**src/rtl/sramlike_axi_pkg.sv**
```systemverilog
// Shared types, AXI encodings and the write-strobe helper for the
// sram-like to AXI3 arbiter.
package sramlike_axi_pkg;

  typedef enum logic [2:0] {
    ST_IDLE,
    ST_AR,
    ST_R,
    ST_AW,
    ST_B
  } state_t;

  localparam logic [1:0] BURST_INCR  = 2'b01;
  localparam logic [1:0] RESP_OKAY   = 2'b00;

  localparam logic [1:0] SIZE_BYTE   = 2'd0;
  localparam logic [1:0] SIZE_HALF   = 2'd1;
  localparam logic [1:0] SIZE_WORD   = 2'd2;
  localparam logic [2:0] AXSIZE_WORD = 3'd2;

  // Byte lanes touched by a single-beat write of the given size.
  function automatic logic [3:0] wstrb_gen(input logic [1:0] size,
                                           input logic [1:0] addr_lo);
    case (size)
      SIZE_BYTE: wstrb_gen = 4'b0001 << addr_lo;
      SIZE_HALF: wstrb_gen = addr_lo[1] ? 4'b1100 : 4'b0011;
      default:   wstrb_gen = 4'b1111;
    endcase
  endfunction

  // AXI size encoding; the unused code 3 is treated as a word access.
  function automatic logic [2:0] axsize_gen(input logic [1:0] size);
    axsize_gen = (size == 2'd3) ? AXSIZE_WORD : {1'b0, size};
  endfunction

endpackage

```
**src/rtl/sramlike_axi_arbiter_rr_arbiter.sv**
```systemverilog
// Round-robin selector: picks the first requester at or after ptr,
// wrapping at N.
module rr_arbiter #(
  parameter  int N  = 2,
  localparam int PW = (N > 1) ? $clog2(N) : 1
) (
  input  logic [N-1:0]  req,
  input  logic [PW-1:0] ptr,
  output logic          grant_valid,
  output logic [PW-1:0] grant_idx
);

  // Scan from the farthest offset down so the nearest requester wins last.
  always_comb begin
    logic [PW:0]   sum;
    logic [PW-1:0] idx;
    // NOTE: every output gets a default before the loop so no path leaves it unassigned and no latch is inferred.
    grant_valid = 1'b0;
    grant_idx   = '0;
    sum         = '0;
    idx         = '0;
    for (int i = N - 1; i >= 0; i--) begin
      sum = {1'b0, ptr} + (PW + 1)'(i);
      if (sum >= (PW + 1)'(N)) sum = sum - (PW + 1)'(N);
      idx = sum[PW-1:0];
      if (req[idx]) begin
        grant_valid = 1'b1;
        grant_idx   = idx;
      end
    end
  end

endmodule

```
**src/rtl/sramlike_axi_arbiter.sv**
```systemverilog
// Multi-channel sram-like to AXI3 bridge: one AXI transaction at a time,
// channels granted round-robin. axi_rdata / axi_wdata are the AXI R and W
// data buses; the plain rdata / wdata names belong to the sram-like side.
module sramlike_axi_arbiter
  import sramlike_axi_pkg::*;
#(
  parameter  int NUM_CH    = 2,
  parameter  int MAX_BURST = 8,
  localparam int LEN_W     = (MAX_BURST > 1) ? $clog2(MAX_BURST) : 1,
  localparam int PW        = (NUM_CH > 1) ? $clog2(NUM_CH) : 1
) (
  input  logic                    clk,
  input  logic                    rst,
  // sram-like channels
  input  logic [NUM_CH-1:0]       req,
  input  logic [NUM_CH-1:0]       wr,
  input  logic [2*NUM_CH-1:0]     size,
  input  logic [32*NUM_CH-1:0]    addr,
  input  logic [32*NUM_CH-1:0]    wdata,
  input  logic [LEN_W*NUM_CH-1:0] len,
  output logic [NUM_CH-1:0]       addr_ok,
  output logic [NUM_CH-1:0]       data_ok,
  output logic [NUM_CH-1:0]       err,
  output logic [31:0]             rdata,
  // AXI read address
  output logic [3:0]              arid,
  output logic [31:0]             araddr,
  output logic [7:0]              arlen,
  output logic [2:0]              arsize,
  output logic [1:0]              arburst,
  output logic [1:0]              arlock,
  output logic [3:0]              arcache,
  output logic [2:0]              arprot,
  output logic                    arvalid,
  input  logic                    arready,
  // AXI read data
  input  logic [3:0]              rid,
  input  logic [31:0]             axi_rdata,
  input  logic [1:0]              rresp,
  input  logic                    rlast,
  input  logic                    rvalid,
  output logic                    rready,
  // AXI write address
  output logic [3:0]              awid,
  output logic [31:0]             awaddr,
  output logic [7:0]              awlen,
  output logic [2:0]              awsize,
  output logic [1:0]              awburst,
  output logic [1:0]              awlock,
  output logic [3:0]              awcache,
  output logic [2:0]              awprot,
  output logic                    awvalid,
  input  logic                    awready,
  // AXI write data
  output logic [3:0]              wid,
  output logic [31:0]             axi_wdata,
  output logic [3:0]              wstrb,
  output logic                    wlast,
  output logic                    wvalid,
  input  logic                    wready,
  // AXI write response
  input  logic [3:0]              bid,
  input  logic [1:0]              bresp,
  input  logic                    bvalid,
  output logic                    bready
);

  state_t            state;
  logic [PW-1:0]     grant;
  logic [PW-1:0]     rr_ptr;
  logic              lat_wr;
  logic [1:0]        lat_size;
  logic [31:0]       lat_addr;
  logic [31:0]       lat_wdata;
  logic [LEN_W-1:0]  lat_len;
  logic              aw_done;
  logic              w_done;

  logic              arb_valid;
  logic [PW-1:0]     arb_idx;

  logic              sel_wr;
  logic [1:0]        sel_size;
  logic [31:0]       sel_addr;
  logic [31:0]       sel_wdata;
  logic [LEN_W-1:0]  sel_len;

  logic ar_hs, r_hs, aw_hs, w_hs, b_hs;
  logic aw_fin, w_fin;
  logic addr_pulse, data_pulse, err_pulse;

  // IDs are not checked on the response channels.
  logic unused_ids;
  assign unused_ids = ^{rid, bid};

  rr_arbiter #(.N(NUM_CH)) u_rr (
    .req         (req),
    .ptr         (rr_ptr),
    .grant_valid (arb_valid),
    .grant_idx   (arb_idx)
  );

  // Pick the winning channel's request fields out of the packed buses.
  always_comb begin
    sel_wr    = 1'b0;
    sel_size  = '0;
    sel_addr  = '0;
    sel_wdata = '0;
    sel_len   = '0;
    for (int c = 0; c < NUM_CH; c++) begin
      if (arb_idx == PW'(c)) begin
        sel_wr    = wr[c];
        sel_size  = size[2*c +: 2];
        sel_addr  = addr[32*c +: 32];
        sel_wdata = wdata[32*c +: 32];
        sel_len   = len[LEN_W*c +: LEN_W];
      end
    end
  end

  // Valid/ready are pure state decodes, forced low while reset is held.
  assign arvalid = !rst && (state == ST_AR);
  assign rready  = !rst && (state == ST_R);
  assign awvalid = !rst && (state == ST_AW) && !aw_done;
  assign wvalid  = !rst && (state == ST_AW) && !w_done;
  assign bready  = !rst && (state == ST_B);

  assign ar_hs  = arvalid && arready;
  assign r_hs   = rready && rvalid;
  assign aw_hs  = awvalid && awready;
  assign w_hs   = wvalid && wready;
  assign b_hs   = bready && bvalid;
  assign aw_fin = aw_done || aw_hs;
  assign w_fin  = w_done || w_hs;

  assign addr_pulse = ar_hs || (!rst && (state == ST_AW) && aw_fin && w_fin);
  assign data_pulse = r_hs || b_hs;
  assign err_pulse  = (r_hs && (rresp != RESP_OKAY)) || (b_hs && (bresp != RESP_OKAY));

  // Route the handshake pulses to the granted channel only.
  always_comb begin
    addr_ok        = '0;
    data_ok        = '0;
    err            = '0;
    addr_ok[grant] = addr_pulse;
    data_ok[grant] = data_pulse;
    err[grant]     = err_pulse;
  end

  assign rdata     = axi_rdata;

  assign arid      = 4'(grant);
  assign araddr    = lat_addr;
  assign arlen     = 8'(lat_len);
  assign arsize    = axsize_gen(lat_size);
  assign arburst   = BURST_INCR;
  assign arlock    = '0;
  assign arcache   = '0;
  assign arprot    = '0;

  assign awid      = 4'(grant);
  assign awaddr    = lat_addr;
  assign awlen     = '0;
  assign awsize    = axsize_gen(lat_size);
  assign awburst   = BURST_INCR;
  assign awlock    = '0;
  assign awcache   = '0;
  assign awprot    = '0;

  assign wid       = 4'(grant);
  assign axi_wdata = lat_wdata;
  assign wstrb     = wstrb_gen(lat_size, lat_addr[1:0]);
  assign wlast     = 1'b1;

  // Transaction FSM: grant and latch in IDLE, then walk the AXI phases.
  always_ff @(posedge clk) begin
    // NOTE: non-blocking assignments so every register updates from pre-edge values regardless of statement order.
    if (rst) begin
      state     <= ST_IDLE;
      grant     <= '0;
      rr_ptr    <= '0;
      lat_wr    <= 1'b0;
      lat_size  <= '0;
      lat_addr  <= '0;
      lat_wdata <= '0;
      lat_len   <= '0;
      aw_done   <= 1'b0;
      w_done    <= 1'b0;
    end else begin
      case (state)
        ST_IDLE: begin
          if (arb_valid) begin
            grant     <= arb_idx;
            rr_ptr    <= (arb_idx == PW'(NUM_CH - 1)) ? '0 : arb_idx + 1'b1;
            lat_wr    <= sel_wr;
            lat_size  <= sel_size;
            lat_addr  <= sel_addr;
            lat_wdata <= sel_wdata;
            lat_len   <= sel_len;
            aw_done   <= 1'b0;
            w_done    <= 1'b0;
            state     <= sel_wr ? ST_AW : ST_AR;
          end
        end
        ST_AR: if (arready) state <= ST_R;
        ST_R:  if (rvalid && rlast) state <= ST_IDLE;
        ST_AW: begin
          if (aw_hs) aw_done <= 1'b1;
          if (w_hs)  w_done  <= 1'b1;
          if (aw_fin && w_fin) state <= ST_B;
        end
        ST_B:    if (bvalid) state <= ST_IDLE;
        default: state <= ST_IDLE;
      endcase
    end
  end

endmodule

```
**config.mk**
```make
export PLATFORM = sky130hd
export DESIGN_NAME = sramlike_axi_arbiter
export DESIGN_NICKNAME = d
export VERILOG_FILES = /design/src/rtl/sramlike_axi_pkg.sv /design/src/rtl/sramlike_axi_arbiter_rr_arbiter.sv /design/src/rtl/sramlike_axi_arbiter.sv
export SDC_FILE = /design/constraint.sdc
export NUM_CORES = 1
export LEC_CHECK = 0
export CAP_MARGIN = 40
export CELL_PAD_IN_SITES_DETAIL_PLACEMENT = 1
export CELL_PAD_IN_SITES_GLOBAL_PLACEMENT = 2
export CORE_MARGIN = 4
export CORE_UTILIZATION = 16
export DETAILED_ROUTE_END_ITERATION = 6
export PLACE_DENSITY = 0.93
export SLEW_MARGIN = 20
export SYNTH_ARGS = -nofsm -noshare
export SYNTH_HDL_FRONTEND = slang
export SYNTH_HIERARCHICAL = 1
export SYNTH_SLANG_ARGS = --single-unit
```
**constraint.sdc**
```tcl
create_clock -name clk -period 1.8 [get_ports clk]
set_clock_uncertainty 0.2 [all_clocks]
set_input_delay 0.18 -clock clk [delete_from_list [all_inputs] [get_ports clk]]
set_output_delay 0.18 -clock clk [all_outputs]
set_load 0.01 [all_outputs]
```
==> summary.md <==
| Metric | Value |
|---|---|
| # fillers | 3,155 |
| Final ANT Viol Nets | 0 |
| Vias in the first global route | 4,514 |
| First drt pass iteration count | 4 |
| Clock-pin slew on the worst setup and hold paths | 60 ps |
| Crit-path max FO | 3 |
| Max cap viols | 0 |
| 1st-iter DRT viols | 78 |
| Clock root buffer | clkbuf_16 |
| Num CTS Buffers | 9 |
| RR Startpoint | state[2] |
| Worst-Margin Slew | 581 ps |
| Gr usage total | 0.108 |
| Shortest period the worst path allows | 1950 ps |
| Peak supply drop | 0.442 mV |
| Routed vias | 4,329 |
| Violated checks | setup timing |
| Worst setup margin | -148 ps |
| Cells after Synth | 501 |
| Row count | 60 |
| Register area share after synthesis | 0.342 |
| Routed wire length | 18,100 um |
| Dominant cells by area after synthesis | dfxtp_1 34%, buf_4 20%, mux2i_1 16%, a211oi_1 12%, nor2_1 7.1% |
| CTS tree | built |
| Nets@finish | 928 |
| Synth area leader | dfxtp_1 |
| Dpl cells | 1,079 |
| Power Total | 10.2 mW |
| Worst EP arrival | 1570 ps |
| Kind of capture point of the worst setup path | primary output |
| Ys async rst share | 0 |
| Synth warn | 6 |
| Flops & latches, synth | 76 |
| Number of flops mapped to enable cells by yosys | 0 |
| Distinct cells, synth | 34 |
| Drt via density | 3.90 |
| Core area | 27,200 um^2 |
| Antenna violations before repair | 0 |
| Startpoint class of the critical path | flop |
| I/O Pins | 394 |
| Pleak | 3.06 nW |
| Pwr dens | 1300 nW/um^2 |
| WP data required | 1420 ps |
| Cells on Worst Hold Path | 3 |
| Starting density of the core | 0.164 |
| Fmax | 513 MHz |
| Die Span X | 175 um |
| Post-synth top flop | dfxtp_1 |
| Worst r2r dst | grant |
| Final Util | 0.290 |
| Clock Latency Late Sink | 340 ps |
| DIE AREA | 30,500 um^2 |
| Layout cells sized above 1 | 0.161 |
| Hold Slack | 84.3 ps |
| Design area | 7870 um^2 |
| RSZ-0062 raised after global routing | yes |
| Post-Place Worst Slack | -365 ps |
| H-tree depth | 3 |
| Hold path endpoint | state[1] |
| Area delta synth->final | 76.9% |
| Status | finished with violations |
| Avg Cell Area, Syn | 8.88 um^2 |
| Total Neg Setup Slack | -703 ps |
| Routed len/inst | 16.3 um |
| Final hold vios | 0 |
| Type of the worst setup path | reg2out |
| CTS Sinks | 76 |
| Top cell type's share of synthesized area | 0.342 |
| Max clock buf depth | 2 |
| R2R cell count | 8 |
| Post-Layout Cell Count | 1,111 |
| Rel. slew slack | 0.613 |
| First-pass GRT wire length | 25,900 um |
| Slew Limit Fails | 0 |
| Port bufs | 274 |
| Mapped Area | 4450 um^2 |
| Largest net degree at the start of global routing | 49 |
| Ant. Diodes | 0 |
| Dpl cell area | 7160 um^2 |
| DIE HEIGHT | 175 um |
| GP Congestion | 0.746 |
| DR DRC count | 0 |
| Hold Crit Class | in2reg |
| R2R Setup Slk | 10 ps |
| Worst hold start | rst |
| DPL Wire Length | 13,400 um |
| Final setup viols | 7 |
| Tcrit/Tclk final | 1.08 |
| Total congestion overflow | 0 |
-- flip-flops by register name (all words and copies together), names as in the netlist --
name,count
lat_size,2
w_done,1
axi_wdata,32
state,3
aw_done,1
grant,1
lat_len,3
rr_ptr,1
araddr,32
-- cell usage in the layout (no fill, tap or decap), drive strengths merged, types with 6 or more instances in the layout --
cell and count:
clkdlybuf4s50 255, buf 61, a211oi 70, nor2b 6
a21oi 6, clkbuf 14, nor2 84, dfxtp 76
mux2i 70, dlygate4sd2 7, conb 47
-- synth_stat cells, types with 2 or more instances --
master / count
dfxtp_1: 76
a21oi_1: 6
inv_1: 4
nor2b_1: 6
buf_2: 27
nor2_1: 84
a21o_1: 2
o21bai_1: 2
nor4b_2: 3
nor3_1: 2
nand2_1: 3
a211oi_1: 70
buf_4: 116
mux2i_1: 70
conb_1: 2
clkbuf_1: 9
and2_1: 2
-- how the worst max path moves through the flow --
| stage | start | endpoint | slack, ps | cells after the start |
|---|---|---|---|---|
| 6_report | state[0] | err[1] | -150 | 5 |
| 5_1_grt | state[0] | err[1] | -270 | 5 |
| 3_5_place_dp | req[0] | axi_wdata[7] | -360 | 7 |
| 2_1_floorplan | state[0] | err[1] | 40 | 5 |
| 3_3_place_gp | req[0] | grant | -300 | 7 |
| 4_1_cts | state[2] | err[1] | -180 | 5 |
-- power breakdown --
part | internal (mW) | switching, mW
logic | 3.02 | 2.47
clock network | 1.26 | 0.763
registers | 2.27 | 0.460
-- per-layer routing --
metal	part of all wire	GRT usage	vias to the layer above
met5	0	0	-
met4	0.018	0.0301	0
met3	0.081	0.0348	28
met2	0.52	0.201	233
met1	0.38	0.117	2026
li1	-	-	2042
-- layout make-up --
type | instances | area, um^2 | area share
Clock buffer | 11 | 243 | 0.0308
Clock inverter | 5 | 83.8 | 0.0107
Tap cell | 372 | 465 | 0.0591
Multi-Input combinational cell | 314 | 2210 | 0.281
Sequential cell | 76 | 1540 | 0.195
Inverter | 4 | 15.0 | 0.00191
Timing Repair Buffer | 329 | 3310 | 0.421
-- kinds of logic after synthesis --
kind of cell / count (synthesis) / synth area share
AO/OA/AOI/OAI: 89 / 0.147
AND/OR/NAND/NOR: 106 / 0.109
other: 2 / 0.00169
flip-flops: 76 / 0.342
multiplexers: 71 / 0.160
buffers and inverters: 157 / 0.240
-- repair_timing --
item,4_1_cts,5_1_grt
endpoints found under the setup margin,24,62
resized for setup,76,32
gates cloned,4,3
buffers inserted,5,6
hold buffers,1,0
pin swaps,11,27
endpoints found under the hold margin,1,0
-- critical path: stages, from the launching register on --
cell and delay, ps:
dfxtp_4 370, nor4b_4 290, nand2_1 110, o22a_1 220, nor2b_1 110, buf_2 130
(Power assumes the default switching activity.)
